===== src/rtl/alu_seq_pkg.sv =====
// Shared definitions for the ALU command sequencer: unit codes, FSM states,
// flag bit positions and the ALU datapath width.
package alu_seq_pkg;

  localparam int ALU_W  = 8;
  localparam int FLAG_W = 6;

  // Bit positions inside the 6-bit flag vector
  localparam int FLAG_A_BIG = 5;
  localparam int FLAG_B_BIG = 4;
  localparam int FLAG_EQ    = 3;
  localparam int FLAG_ZERO  = 2;
  localparam int FLAG_CARRY = 1;
  localparam int FLAG_OVF   = 0;

  typedef enum logic [1:0] {
    UNIT_ARITH = 2'b00,
    UNIT_LOGIC = 2'b01,
    UNIT_SHIFT = 2'b10,
    UNIT_RSVD  = 2'b11
  } unit_t;

  typedef enum logic [1:0] {
    ST_IDLE  = 2'b00,
    ST_ISSUE = 2'b01,
    ST_WAIT  = 2'b10,
    ST_RESP  = 2'b11
  } state_t;

endpackage


===== src/rtl/alu_op_sequencer.sv =====
// Valid/ready command front end for the 8-bit ALU: issues one operation,
// waits out the ALU output register, and returns result plus flags.
module alu_op_sequencer
  import alu_seq_pkg::*;
#(
  parameter int CNT_W = 16
) (
  input  logic              i_clk,
  input  logic              i_rst_n,
  input  logic              i_cmd_valid,
  output logic              o_cmd_ready,
  input  logic [3:0]        i_cmd_op,
  input  logic [ALU_W-1:0]  i_cmd_a,
  input  logic [ALU_W-1:0]  i_cmd_b,
  input  logic              i_cmd_chain,
  output logic              o_rsp_valid,
  input  logic              i_rsp_ready,
  output logic [ALU_W-1:0]  o_rsp_result,
  output logic [FLAG_W-1:0] o_rsp_flags,
  output logic              o_rsp_err,
  output logic [ALU_W-1:0]  o_alu_A,
  output logic [ALU_W-1:0]  o_alu_B,
  output logic [1:0]        o_alu_S2_S3,
  output logic              o_alu_S1,
  output logic              o_alu_s2,
  input  logic [ALU_W-1:0]  i_alu_F,
  input  logic [FLAG_W-1:0] i_alu_flags,
  output logic              o_busy,
  output logic [CNT_W-1:0]  o_op_count
);

  state_t             r_state;
  state_t             w_state_next;
  unit_t              r_unit;
  logic [1:0]         r_func;
  logic [ALU_W-1:0]   r_a;
  logic [ALU_W-1:0]   r_b;
  logic [ALU_W-1:0]   r_last;
  logic [ALU_W-1:0]   r_rsp_result;
  logic [FLAG_W-1:0]  r_rsp_flags;
  logic               r_rsp_err;
  logic [CNT_W-1:0]   r_count;
  unit_t              w_cmd_unit;
  logic               w_accept;

  assign w_cmd_unit = unit_t'(i_cmd_op[3:2]);
  assign w_accept   = (r_state == ST_IDLE) && i_cmd_valid;

  always_ff @(posedge i_clk or negedge i_rst_n) begin
    if (!i_rst_n) r_state <= ST_IDLE;
    else          r_state <= w_state_next;
  end

  always_comb begin
    w_state_next = r_state;
    o_cmd_ready  = 1'b0;
    o_rsp_valid  = 1'b0;
    o_alu_A      = '0;
    o_alu_B      = '0;
    o_alu_S2_S3  = '0;
    o_alu_S1     = 1'b0;
    o_alu_s2     = 1'b0;
    case (r_state)
      ST_IDLE: begin
        o_cmd_ready = 1'b1;
        if (i_cmd_valid)
          w_state_next = (w_cmd_unit == UNIT_RSVD) ? ST_RESP : ST_ISSUE;
      end
      ST_ISSUE, ST_WAIT: begin
        // Operands stay on the bus through WAIT so the flags match the captured F
        o_alu_A      = r_a;
        o_alu_B      = r_b;
        o_alu_S2_S3  = r_func;
        o_alu_S1     = (r_unit == UNIT_SHIFT);
        o_alu_s2     = (r_unit != UNIT_ARITH);
        w_state_next = (r_state == ST_ISSUE) ? ST_WAIT : ST_RESP;
      end
      ST_RESP: begin
        o_rsp_valid = 1'b1;
        if (i_rsp_ready) w_state_next = ST_IDLE;
      end
      default: w_state_next = ST_IDLE;
    endcase
  end

  always_ff @(posedge i_clk or negedge i_rst_n) begin
    if (!i_rst_n) begin
      r_unit       <= UNIT_ARITH;
      r_func       <= '0;
      r_a          <= '0;
      r_b          <= '0;
      r_last       <= '0;
      r_rsp_result <= '0;
      r_rsp_flags  <= '0;
      r_rsp_err    <= 1'b0;
      r_count      <= '0;
    end else begin
      if (w_accept) begin
        r_unit <= w_cmd_unit;
        r_func <= i_cmd_op[1:0];
        r_a    <= i_cmd_chain ? r_last : i_cmd_a;
        r_b    <= i_cmd_b;
        if (w_cmd_unit == UNIT_RSVD) begin
          r_rsp_result <= '0;
          r_rsp_flags  <= '0;
          r_rsp_err    <= 1'b1;
        end
      end
      if (r_state == ST_WAIT) begin
        r_rsp_result <= i_alu_F;
        r_rsp_flags  <= i_alu_flags;
        r_rsp_err    <= 1'b0;
        r_last       <= i_alu_F;
        r_count      <= r_count + 1'b1;
      end
    end
  end

  assign o_rsp_result = r_rsp_result;
  assign o_rsp_flags  = r_rsp_flags;
  assign o_rsp_err    = r_rsp_err;
  assign o_busy       = (r_state != ST_IDLE);
  assign o_op_count   = r_count;

endmodule


===== config.mk =====
export PLATFORM = sky130hd
export DESIGN_NAME = alu_op_sequencer
export DESIGN_NICKNAME = d
export VERILOG_FILES = /design/src/rtl/alu_seq_pkg.sv /design/src/rtl/alu_op_sequencer.sv
export SDC_FILE = /design/constraint.sdc
export NUM_CORES = 1
export LEC_CHECK = 0
export ABC_CLOCK_PERIOD_IN_PS = 4600
export CORE_MARGIN = 10
export CORE_UTILIZATION = 48
export CTS_CLUSTER_DIAMETER = 100
export DETAILED_ROUTE_END_ITERATION = 8
export GPL_TIMING_DRIVEN = 0
export PLACE_DENSITY = 0.84
export RECOVER_POWER = 50
export SLEW_MARGIN = 10
export SYNTH_ARGS = -nofsm -noshare
export SYNTH_HDL_FRONTEND = slang
export SYNTH_SLANG_ARGS = --single-unit

===== constraint.sdc =====
create_clock -name i_clk -period 4.6 [get_ports i_clk]
set_clock_uncertainty 0.15 [all_clocks]
set_input_delay 0.69 -clock i_clk [delete_from_list [all_inputs] [get_ports i_clk]]
set_output_delay 0.69 -clock i_clk [all_outputs]
set_load 0.01 [all_outputs]

* Word level (Yosys, flattened, before mapping) *
Cells that the tools add are included.

word-level totals
  word-level logic and storage cells = 49
  output and inout port bits = 54
  bits in registers = 61

operators by class
  multiplexer cells = 22
  eq/ne operators = 7
  reductions and logical operators = 9
  $add $sub $neg = 1

operator list
  cell                                                                   number
  8-bit 2-to-1 mux                                                       6
  6-bit 2-to-1 mux                                                       3
  16-bit by 1-bit adder with 16-bit output, second input constant        1
  2-bit equality test, second input constant                             4
  1-bit 2-to-1 mux                                                       8
  2-bit 2-to-1 mux                                                       4
  2-bit nonzero test                                                     4
  2-bit case mux with 3 select lines                                     1
  2-bit != test, second input constant                                   2
  2-bit AND reduction                                                    2
  2-bit by 1-bit equality test with 1-bit output, second input constant  1
  2-bit logical NOT                                                      1
  2-bit OR reduction                                                     1
  1-bit logical AND                                                      1

* Depth between registers and ports, before layout *
Gate-level depths: netlist of the first run.

  word-level depth = 4
  depth in mapped cells = 6

* Least setup slack after synthesis of the first run *
OpenSTA, ideal clock, no wires.

  path kind = reg-to-output
  start point = reg r_state[0]
  end point = out o_alu_S1
  data arrival time = 1169 ps
  buffers on the path = 1
  cell stages (with the launch flop) = 6
  path slack = 2591 ps
  path through = dfrtp_1 inv_1 ha_1 clkbuf_1 nand2_1 nor2_1

on the way
  longest elaborated chain between the ends = 3
  elaborated cells between the ends (all ways) = 4
  classes of those cells = eq/ne (2); mux (1); reduce/logical (1)

RTL lines
  item                                                                                   line                    source
  from (decl)                                                                            alu_op_sequencer.sv:32  state_t r_state;
  from (signal assigned)                                                                 alu_op_sequencer.sv:51  else r_state <= w_state_next;
  2-bit by 1-bit equality test with 1-bit output or 2-bit equality test (tied branches)  alu_op_sequencer.sv:63  case (r_state)
  2-bit OR reduction (*)                                                                 alu_op_sequencer.sv:63
  1-bit 2-to-1 mux (*)                                                                   alu_op_sequencer.sv:63
  to (decl)                                                                              alu_op_sequencer.sv:24  output logic o_alu_S1,

Mark *: on every way between the ends. The rest lies on a longest branch, timed or not.

* Worst setup path after layout of the first run *
Ends and elaborated chain as after synthesis.

==> results of run 1 <==
[final timing paths]
| path | cells past startpoint | slack (ns) | to |
|---|---|---|---|
| min in group i_clk | 2 | 0.33 | r_a[7]$_DFFE_PN0P_ |
| max in group asynchronous | 1 | 3.52 | r_b[4]$_DFFE_PN0P_ |
| worst min-delay path | 1 | 0.26 | o_op_count[15]$_DFFE_PN0P_ |
| worst max register to register | 5 | 2.40 | r_last[7]$_DFFE_PN0P_ |
| worst max-delay path | 6 | 1.51 | o_alu_S1 |
| worst min register to register | 2 | 0.33 | r_a[7]$_DFFE_PN0P_ |
[kinds of logic after synthesis]
group / after synthesis / synth area share [%]
xor gates and xnor gates: 15 / 5.77
AOI/OAI and AO/OA: 29 / 7.74
DFF: 61 / 57.2
buffers and inverters: 15 / 2.34
adders and majority gates: 5 / 2.34
muxes: 29 / 11.9
and+or+nand+nor: 59 / 12.8
[per-stage QoR]
stage               hold slack, ns  cell area [sq um]
finish                       0.262               3850
global route                 0.322               3850
CTS                          0.295               3870
detailed placement           0.318               3670
global placement             0.304               3670
floorplan                    0.244               2670
[report_power, final]
part | internal (W) | switching [W] | leakage (nW) | total, W
sequential | 0.000756 | 0.000131 | 0.763 | 0.000887
clock | 0.000250 | 0.000217 | 0.0837 | 0.000468
combinational | 0.000666 | 0.000509 | 0.810 | 0.00117
[flip-flops by register name, indices dropped and copies added, names as in the netlist]
register      cells
o_rsp_result      8
r_func            2
r_a               8
r_unit            2
r_state           2
o_rsp_flags       6
r_last            8
r_b               8
o_op_count       16
o_rsp_err         1
[synth_stat cells, types with 3 or more instances]
library cell   n
a22o_1        14
nand3_1        5
buf_2          5
nor2_1         7
clkbuf_1       4
nand2_1       17
and2_1        18
mux2i_1        8
dfrtp_1       61
inv_1          6
o21ai_0       11
xor2_2         3
xnor2_1       10
mux2_2        21
ha_1           5
nand4_1        3
[layer usage]
layer / vias to the layer above / part of all wire, %
met5: - / 0
met4: 0 / 2.0
met3: 9 / 8.2
met2: 56 / 49
met1: 960 / 41
li1: 933 / -
[area by class of cell]
class | instances | area [sq um]
Clock inverter | 7 | 76.3
Inverter | 6 | 22.5
Multi-Input combinational cell | 137 | 1060
Fill cell | 417 | 1590
Clock buffer | 9 | 124
Sequential cell | 61 | 1530
Buffer | 9 | 36.3
Timing Repair Buffer | 91 | 908
Tap cell | 72 | 90.1
==> results_dict.tcl, run 1 <==
set metrics [dict create \
    ios 93 \
    layout_common_cells "clkdlybuf4s50_1, dfrtp_1, mux2_2, and2_1, nand2_1" \
    track_usage_pct 14.9 \
    worstPathArrival_ns 2.25 \
    synth.top_cell.area_share_pct 57.2 \
    ys_top_cells_by_area "dfrtp_1, mux2_2, a22o_1" \
    nets 359 \
    finalCritPeriodShare_pct 67.2 \
    timing.critical_path.from "r_state[0]$_DFFE_PN0P_" \
    irDropWorstVdd_uv 398 \
    layout_commonest_cell "clkdlybuf4s50_1" \
    cp.required_ns 3.76 \
    core_area_sq_um 5440 \
    rows 27 \
    endpoint_kind "primary output" \
    grt_pass1_wl_mm 10.3 \
    place_ws_ns 1.87 \
    hpwl_mm 4.97 \
    cts_resized 0 \
    crit_type "flip-flop to primary output" \
    cts_max_level 3 \
    synthFlopType "dfrtp_1" \
    drv_cap 0 \
    busiest_layer "met2" \
    area_delta_synth_final_pct 44.2 \
    timing.critical_path.max_delay_family "buffers and inverters" \
    r2r-start "r_state[0]$_DFFE_PN0P_" \
    netlist_instances 213 \
    antenna_cells 0 \
    overflow 0 \
    status "finished, final reports clean" \
    clk_pin_slew_ns 0.07 \
    critPathSlowestCell "clkdlybuf4s50_1" \
    fin_util_pct 70.7 \
    synth_seq_cells 61 \
    drc 0 \
    dpl.cell_count 376 \
    max_stage_delay_ns 0.58 \
    cts_tree "built" \
    syn_nets 257 \
    hold_viol_final 0 \
    synth_edf_count 0 \
    timing.fmax_ghz 0.323 \
    cellLeakagePower_nw 1.66 \
    antenna_found_initial 0 \
    viasPerCell 4.99 \
    async_flop_share_pct 100 \
    numCtsBuffers 9 \
    max-clock-path-buffers 2 \
    grt_max_degree 62 \
    routedWlPerCell_microns 16.7 \
    cts_hold_buf 0 \
    routed_wl_mm 6.56 \
    rsz0062_at_grt "no" \
    fp.dieArea_sq_um 8940 \
    gp_congestion 0.786 \
    cp_cell_sequence "inv_1 -> ha_1 -> clkbuf_1 -> nand2_1 -> nor2_1 -> clkdlybuf4s50_1" \
    post_cts_buffers 0 \
    seq_area_frac_synth_pct 57.2 \
    synth_top_cell_by_area "dfrtp_1" \
    met2_usage_pct 24.3 \
    hold_path_class "primary input to asynchronous set/reset pin" \
    chipHeight_microns 94.6 \
    path_max_fanout 10 \
    grt_pass1_vias 2042 \
    critPathBufInv 3 \
    synth_area_sq_um 2670 \
    power_density_nw_per_um2 657 \
    start_kind "flip-flop" \
    finalPower_w 0.00253 \
    die_w_microns 94.6 \
    layout-drive-gt1-share_pct 14.4 \
    grt_use_met3_pct 6.03 \
    finalMaxSlewViolations 0 \
    synth_area_per_cell_sq_um 12.5 \
    cts_root_buf "clkbuf_8" \
    use_met1_pct 16.7 \
    start_util_pct 49.1 \
    ys_warn_count 0 \
    max_slew_margin_pct 49.6 \
    setup_tns_ns 0 \
    io_buffers 91 \
    ys_types 27 \
    cts.sinks 61 \
    stdcell_count 392 \
    ant_nets 0 \
    drt_iter0_drc 80 \
    vias 1958 \
    drtPass1Iterations 4 \
    period_minus_slack_ns 3.09 \
    finalSetupViolations 0 \
    tightest_slew_ns 0.756 \
    clk_latency_ns 0.33 \
    fin_ws_ns 1.51 \
]
Note: power is estimated with default switching activity, not from simulation.
==> run 2, diff against run 1 <==
--- a/config.mk
+++ b/config.mk
@@ -5,13 +5,13 @@
 export SDC_FILE = /design/constraint.sdc
 export NUM_CORES = 1
 export LEC_CHECK = 0
-export ABC_CLOCK_PERIOD_IN_PS = 4600
+export ABC_CLOCK_PERIOD_IN_PS = 2600
 export CORE_MARGIN = 10
-export CORE_UTILIZATION = 48
+export CORE_UTILIZATION = 41
 export CTS_CLUSTER_DIAMETER = 100
 export DETAILED_ROUTE_END_ITERATION = 8
 export GPL_TIMING_DRIVEN = 0
-export PLACE_DENSITY = 0.84
+export PLACE_DENSITY = 0.77
 export RECOVER_POWER = 50
 export SLEW_MARGIN = 10
 export SYNTH_ARGS = -nofsm -noshare
==> constraint.sdc (replaced) <==
create_clock -name i_clk -period 2.6 [get_ports i_clk]
set_clock_uncertainty 0.15 [all_clocks]
set_input_delay 0.39 -clock i_clk [delete_from_list [all_inputs] [get_ports i_clk]]
set_output_delay 0.39 -clock i_clk [all_outputs]
set_load 0.01 [all_outputs]
==> results_dict.tcl, run 2 (synthesis results as in run 1) <==
set metrics [dict create \
    drc 0 \
    irDropWorstVdd_uv 581 \
    stdcell_count 399 \
    max_stage_delay_ns 0.55 \
    cts_max_level 3 \
    critPathBufInv 3 \
    cts_root_buf "clkbuf_8" \
    period_minus_slack_ns 2.51 \
    grt_pass1_wl_mm 10.6 \
    layout_commonest_cell "clkdlybuf4s50_1" \
    hpwl_mm 4.93 \
    crit_type "flip-flop to primary output" \
    routed_wl_mm 6.54 \
    dpl.cell_count 381 \
    numCtsBuffers 9 \
    cp.required_ns 2.06 \
    drv_cap 1 \
    track_usage_pct 13.2 \
    finalMaxSlewViolations 0 \
    gp_congestion 0.739 \
    finalSetupViolations 0 \
    start_util_pct 42.0 \
    tightest_slew_ns 1.50 \
    drtPass1Iterations 4 \
    core_area_sq_um 6350 \
    path_max_fanout 10 \
    placed_cell_area_sq_um 3670 \
    io_buffers 91 \
    fin_area_sq_um 3900 \
    max_slew_margin_pct 0.0749 \
    status "finished, violations left" \
    max-clock-path-buffers 2 \
    layout_common_cells "clkdlybuf4s50_1, dfrtp_1, mux2_2, and2_1, nand2_1" \
    die_w_microns 101 \
    clk_latency_ns 0.33 \
    layout-drive-gt1-share_pct 16.1 \
    endpoint_kind "primary output" \
    start_kind "flip-flop" \
    rsz0062_at_grt "no" \
    clk_pin_slew_ns 0.07 \
    violations "capacitance limit" \
    nets 361 \
    cp_cell_sequence "inv_1 -> ha_4 -> clkbuf_4 -> and2_1 -> clkdlybuf4s50_1" \
    chipHeight_microns 101 \
    timing.critical_path.max_delay_family "buffers and inverters" \
    vias 1961 \
    ios 93 \
    drt_iter0_drc 75 \
    ant_nets 0 \
    routedWlPerCell_microns 16.4 \
    finalCritPeriodShare_pct 96.4 \
    largest_register_ff_count 16 \
    hold_viol_final 0 \
    viasPerCell 4.91 \
    overflow 0 \
    fin_util_pct 61.4 \
    timing.fmax_ghz 0.399 \
    cts_tree "built" \
    hold_path_class "flip-flop to flip-flop" \
    antenna_found_initial 0 \
    grt_max_degree 62 \
    rows 29 \
    power_density_nw_per_um2 1160 \
    fp.dieArea_sq_um 10100 \
    cellLeakagePower_nw 1.73 \
    antenna_cells 0 \
    area_delta_synth_final_pct 46.1 \
    critPathSlowestCell "clkdlybuf4s50_1" \
    worstPathArrival_ns 1.97 \
    grt_pass1_vias 2090 \
    cts.sinks 61 \
]
-- run 2: power by group --
group          switching, W  total [W]  internal (W)
clock network      0.000392   0.000837      0.000445
logic              0.000892    0.00211       0.00121
registers          0.000237    0.00157       0.00134
total               0.00152    0.00452       0.00300
-- run 2: layout make-up --
cell class              instances  area (sq um)
multi-input cells             137          1080
clock buffers                   9           124
clock inverters                 7          76.3
inverters                       6          22.5
fillers                       557          2450
plain buffers                   9          45.0
repair buffers                 93           927
well taps                      77          96.3
flip-flops and latches         61          1530
-- run 2: metal layers --
metal / global-route usage [%] / vias to the layer above / part of all wire [%]
li1: - / 947 / -
met4: 4.24 / 0 / 0.72
met1: 15.5 / 952 / 43
met2: 21.2 / 55 / 49
met5: 0 / - / 0
met3: 5.56 / 7 / 7.6
-- run 2: final timing paths --
kind / start / endpoint / slack (ns) / depth (start not counted)
worst max register to register: r_state[0]$_DFFE_PN0P_ / o_rsp_flags[5]$_DFFE_PN0P_ / 0.48 / 6
min in group asynchronous: i_rst_n / o_op_count[11]$_DFFE_PN0P_ / 0.81 / 2
worst max-delay path: r_state[1]$_DFFE_PN0P_ / o_alu_A[0] / 0.09 / 5
worst min register to register: o_op_count[15]$_DFFE_PN0P_ / o_op_count[15]$_DFFE_PN0P_ / 0.32 / 1
max in group asynchronous: i_rst_n / r_state[0]$_DFFE_PN0P_ / 0.60 / 2
worst min-delay path: o_op_count[15]$_DFFE_PN0P_ / o_op_count[15]$_DFFE_PN0P_ / 0.32 / 1
-- run 2: per-stage QoR --
step | setup TNS [ns] | hold WS, ns | power (W) | setup slack [ns]
2_1_floorplan | 0 | -0.0556 | 0.00261 | 0.783
3_3_place_gp | -56.94 | 0.306 | 0.00365 | -0.938
3_5_place_dp | 0 | 0.319 | 0.00371 | 0.178
4_1_cts | -0.0000395 | 0.331 | 0.00459 | -0.0000395
5_1_grt | 0 | 0.347 | 0.00484 | 0.0174
6_report | 0 | 0.323 | 0.00452 | 0.0943
-- run 2: repair_timing --
item,CTS,global route
hold buffers,1,0
hold endpoints to repair,7,0
endpoints found under the setup margin,19,18
gates resized for setup,5,4
setup buffers,1,0
==> run 3, diff against run 2 <==
--- a/config.mk
+++ b/config.mk
@@ -6,7 +6,6 @@
 export NUM_CORES = 1
 export LEC_CHECK = 0
 export ABC_CLOCK_PERIOD_IN_PS = 2600
-export CORE_MARGIN = 10
 export CORE_UTILIZATION = 41
 export CTS_CLUSTER_DIAMETER = 100
 export DETAILED_ROUTE_END_ITERATION = 8
==> results_dict.tcl, run 3 (synthesis results as in run 1) <==
set metrics [dict create \
    period_minus_slack_ns 2.49 \
    area_delta_synth_final_pct 47.0 \
    placed_cell_area_sq_um 3670 \
    irDropWorstVdd_uv 644 \
    antenna_cells 0 \
    routed_wl_mm 5.88 \
    pwr-share-comb_pct 45.7 \
    path_max_fanout 10 \
    drv_cap 0 \
    r2r-start "r_state[0]$_DFFE_PN0P_" \
    io_buffers 91 \
    vias 1966 \
    holdPathEnd "o_op_count[15]$_DFFE_PN0P_" \
    clk_pin_slew_ns 0.07 \
    layout_common_cells "clkdlybuf4s50_1, dfrtp_1, mux2_2, and2_1, nand2_1" \
    power_density_nw_per_um2 1180 \
    rows 29 \
    layout_commonest_cell "clkdlybuf4s50_1" \
    layout-drive-gt1-share_pct 16.5 \
    crit_type "flip-flop to primary output" \
    start_util_pct 42.3 \
    hpwl_mm 4.22 \
    ios 93 \
    cp.required_ns 2.06 \
    rsz0062_at_grt "no" \
    drc 0 \
    cts_max_level 3 \
    status "finished, final reports clean" \
    antenna_found_initial 0 \
    cts_root_buf "clkbuf_8" \
    cellLeakagePower_nw 1.72 \
    max_slew_margin_pct 2.83 \
    r2r_cells 6 \
    clk_latency_ns 0.33 \
    grt_max_degree 62 \
    finalSetupViolations 0 \
    reg2reg_to "o_rsp_result[1]$_DFFE_PN0P_" \
    track_usage_pct 19.0 \
    finalCritPeriodShare_pct 95.7 \
    timing.fmax_ghz 0.402 \
    start_kind "flip-flop" \
    grt_pass1_vias 1965 \
    core_area_sq_um 6310 \
    grt_pass1_wl_mm 9.44 \
    overflow 0 \
    hold_viol_final 0 \
    p_clk_share_pct 20.2 \
    hold_depth 1 \
    numCtsBuffers 9 \
    fill_cells 547 \
    ant_nets 0 \
    hold_path_class "flip-flop to flip-flop" \
    largest_register_ff_count 16 \
    power_switching_share_pct 32.3 \
    drt_iter0_drc 75 \
    cell_internal_pwr_w 0.00312 \
    worstPathArrival_ns 1.95 \
    fp.dieArea_sq_um 6840 \
    max-clock-path-buffers 2 \
    gp_congestion 0.722 \
    rrSetupSlack_ns 0.46 \
    routedWlPerCell_microns 14.7 \
    nets 361 \
    chipHeight_microns 82.7 \
    worstHoldStart "o_op_count[15]$_DFFE_PN0P_" \
    viasPerCell 4.93 \
    p_seq_share_pct 34.1 \
    tightest_slew_ns 1.46 \
    finalMaxSlewViolations 0 \
    cts_tree "built" \
    cts.sinks 61 \
    p_sw_w 0.00149 \
    endpoint_kind "primary output" \
    fin_area_sq_um 3920 \
    die_w_microns 82.7 \
    fin_util_pct 62.1 \
    drtPass1Iterations 4 \
]
[run 3: changes by cell type in the layout (fill, tap and decap cells not counted)]
cell	previous run	this run
dlymetal6s2s_1	2	0
buf_4	2	1
clkinv_4	3	1
clkdlybuf4s50_1	83	85
clkbuf_4	1	2
clkinv_2	1	2
clkinvlp_4	2	1
nor3_1	1	0
bufinv_16	1	2
clkbuf_8	9	10
nor3_2	0	1
[run 3: stage by stage]
step,hold slack [ns],cells,TNS [ns],total power (W),worst slack [ns]
after CTS,0.327,399,0,0.00466,0.0270
final,0.320,399,0,0.00461,0.111
after detailed placement,0.312,381,0,0.00367,0.226
after global placement,0.306,381,-59.18,0.00360,-0.975
after floorplan,-0.0556,213,0,0.00261,0.783
after global routing,0.360,399,0,0.00493,0.00138
[run 3: what timing repair did]
| item | 4_1_cts | 5_1_grt |
|---|---|---|
| resized for setup | 5 | 1 |
| hold buffers | 1 | 0 |
| setup endpoints to repair | 19 | 18 |
| hold endpoints to repair | 7 | 0 |
| pin swaps | 0 | 0 |
| setup buffers | 1 | 0 |
[run 3: critical path, cell delays in order (launching register included)]
cell             delay (ns)
dfrtp_1                0.37
inv_1                  0.11
ha_4                   0.30
clkbuf_4               0.17
and2_1                 0.14
clkdlybuf4s50_1        0.53
[run 3: power groups by stage]
stage | registers, W | logic [W] | clock network (W)
finish | 0.00157 | 0.00211 | 0.000931
detailed placement | 0.00159 | 0.00208 | 0
global route | 0.00162 | 0.00231 | 0.000998
global placement | 0.00157 | 0.00203 | 0
floorplan | 0.00161 | 0.00100 | 0
CTS | 0.00158 | 0.00213 | 0.000956
[run 3: worst max-delay path by stage]
stage | from | endpoint | slack (ns) | cells past startpoint
final | r_state[1]$_DFFE_PN0P_ | o_alu_A[2] | 0.11 | 5
after global routing | r_state[1]$_DFFE_PN0P_ | o_alu_B[0] | 0.001 | 5
after CTS | r_state[1]$_DFFE_PN0P_ | o_alu_A[4] | 0.03 | 5
after detailed placement | r_state[0]$_DFFE_PN0P_ | o_alu_A[7] | 0.23 | 5
after global placement | i_rst_n | o_rsp_result[4]$_DFFE_PN0P_ | -0.97 | 1
after floorplan | r_state[0]$_DFFE_PN0P_ | r_b[7]$_DFFE_PN0P_ | 0.78 | 5
[run 3: layout make-up]
class                      instances  area, sq um  share of cell area, %
sequential                        61         1530                   38.9
multi-input combinational        137         1090                   27.7
timing repair buffer              93          922                   23.5
clock buffer                      10          138                   3.51
tap                               77         96.3                   2.46
clock inverter                     6         86.3                   2.20
buffer                             9         45.0                   1.15
inverter                           6         22.5                  0.574
[run 3: per-layer routing]
| layer | vias up | wire length (microns) | global-route usage [%] |
|---|---|---|---|
| li1 | 940 | - | - |
| met1 | 962 | 2510 | 22.9 |
| met2 | 55 | 2930 | 31.2 |
| met3 | 9 | 347 | 4.51 |
| met4 | 0 | 99 | 10.3 |
| met5 | - | 0 | 0 |
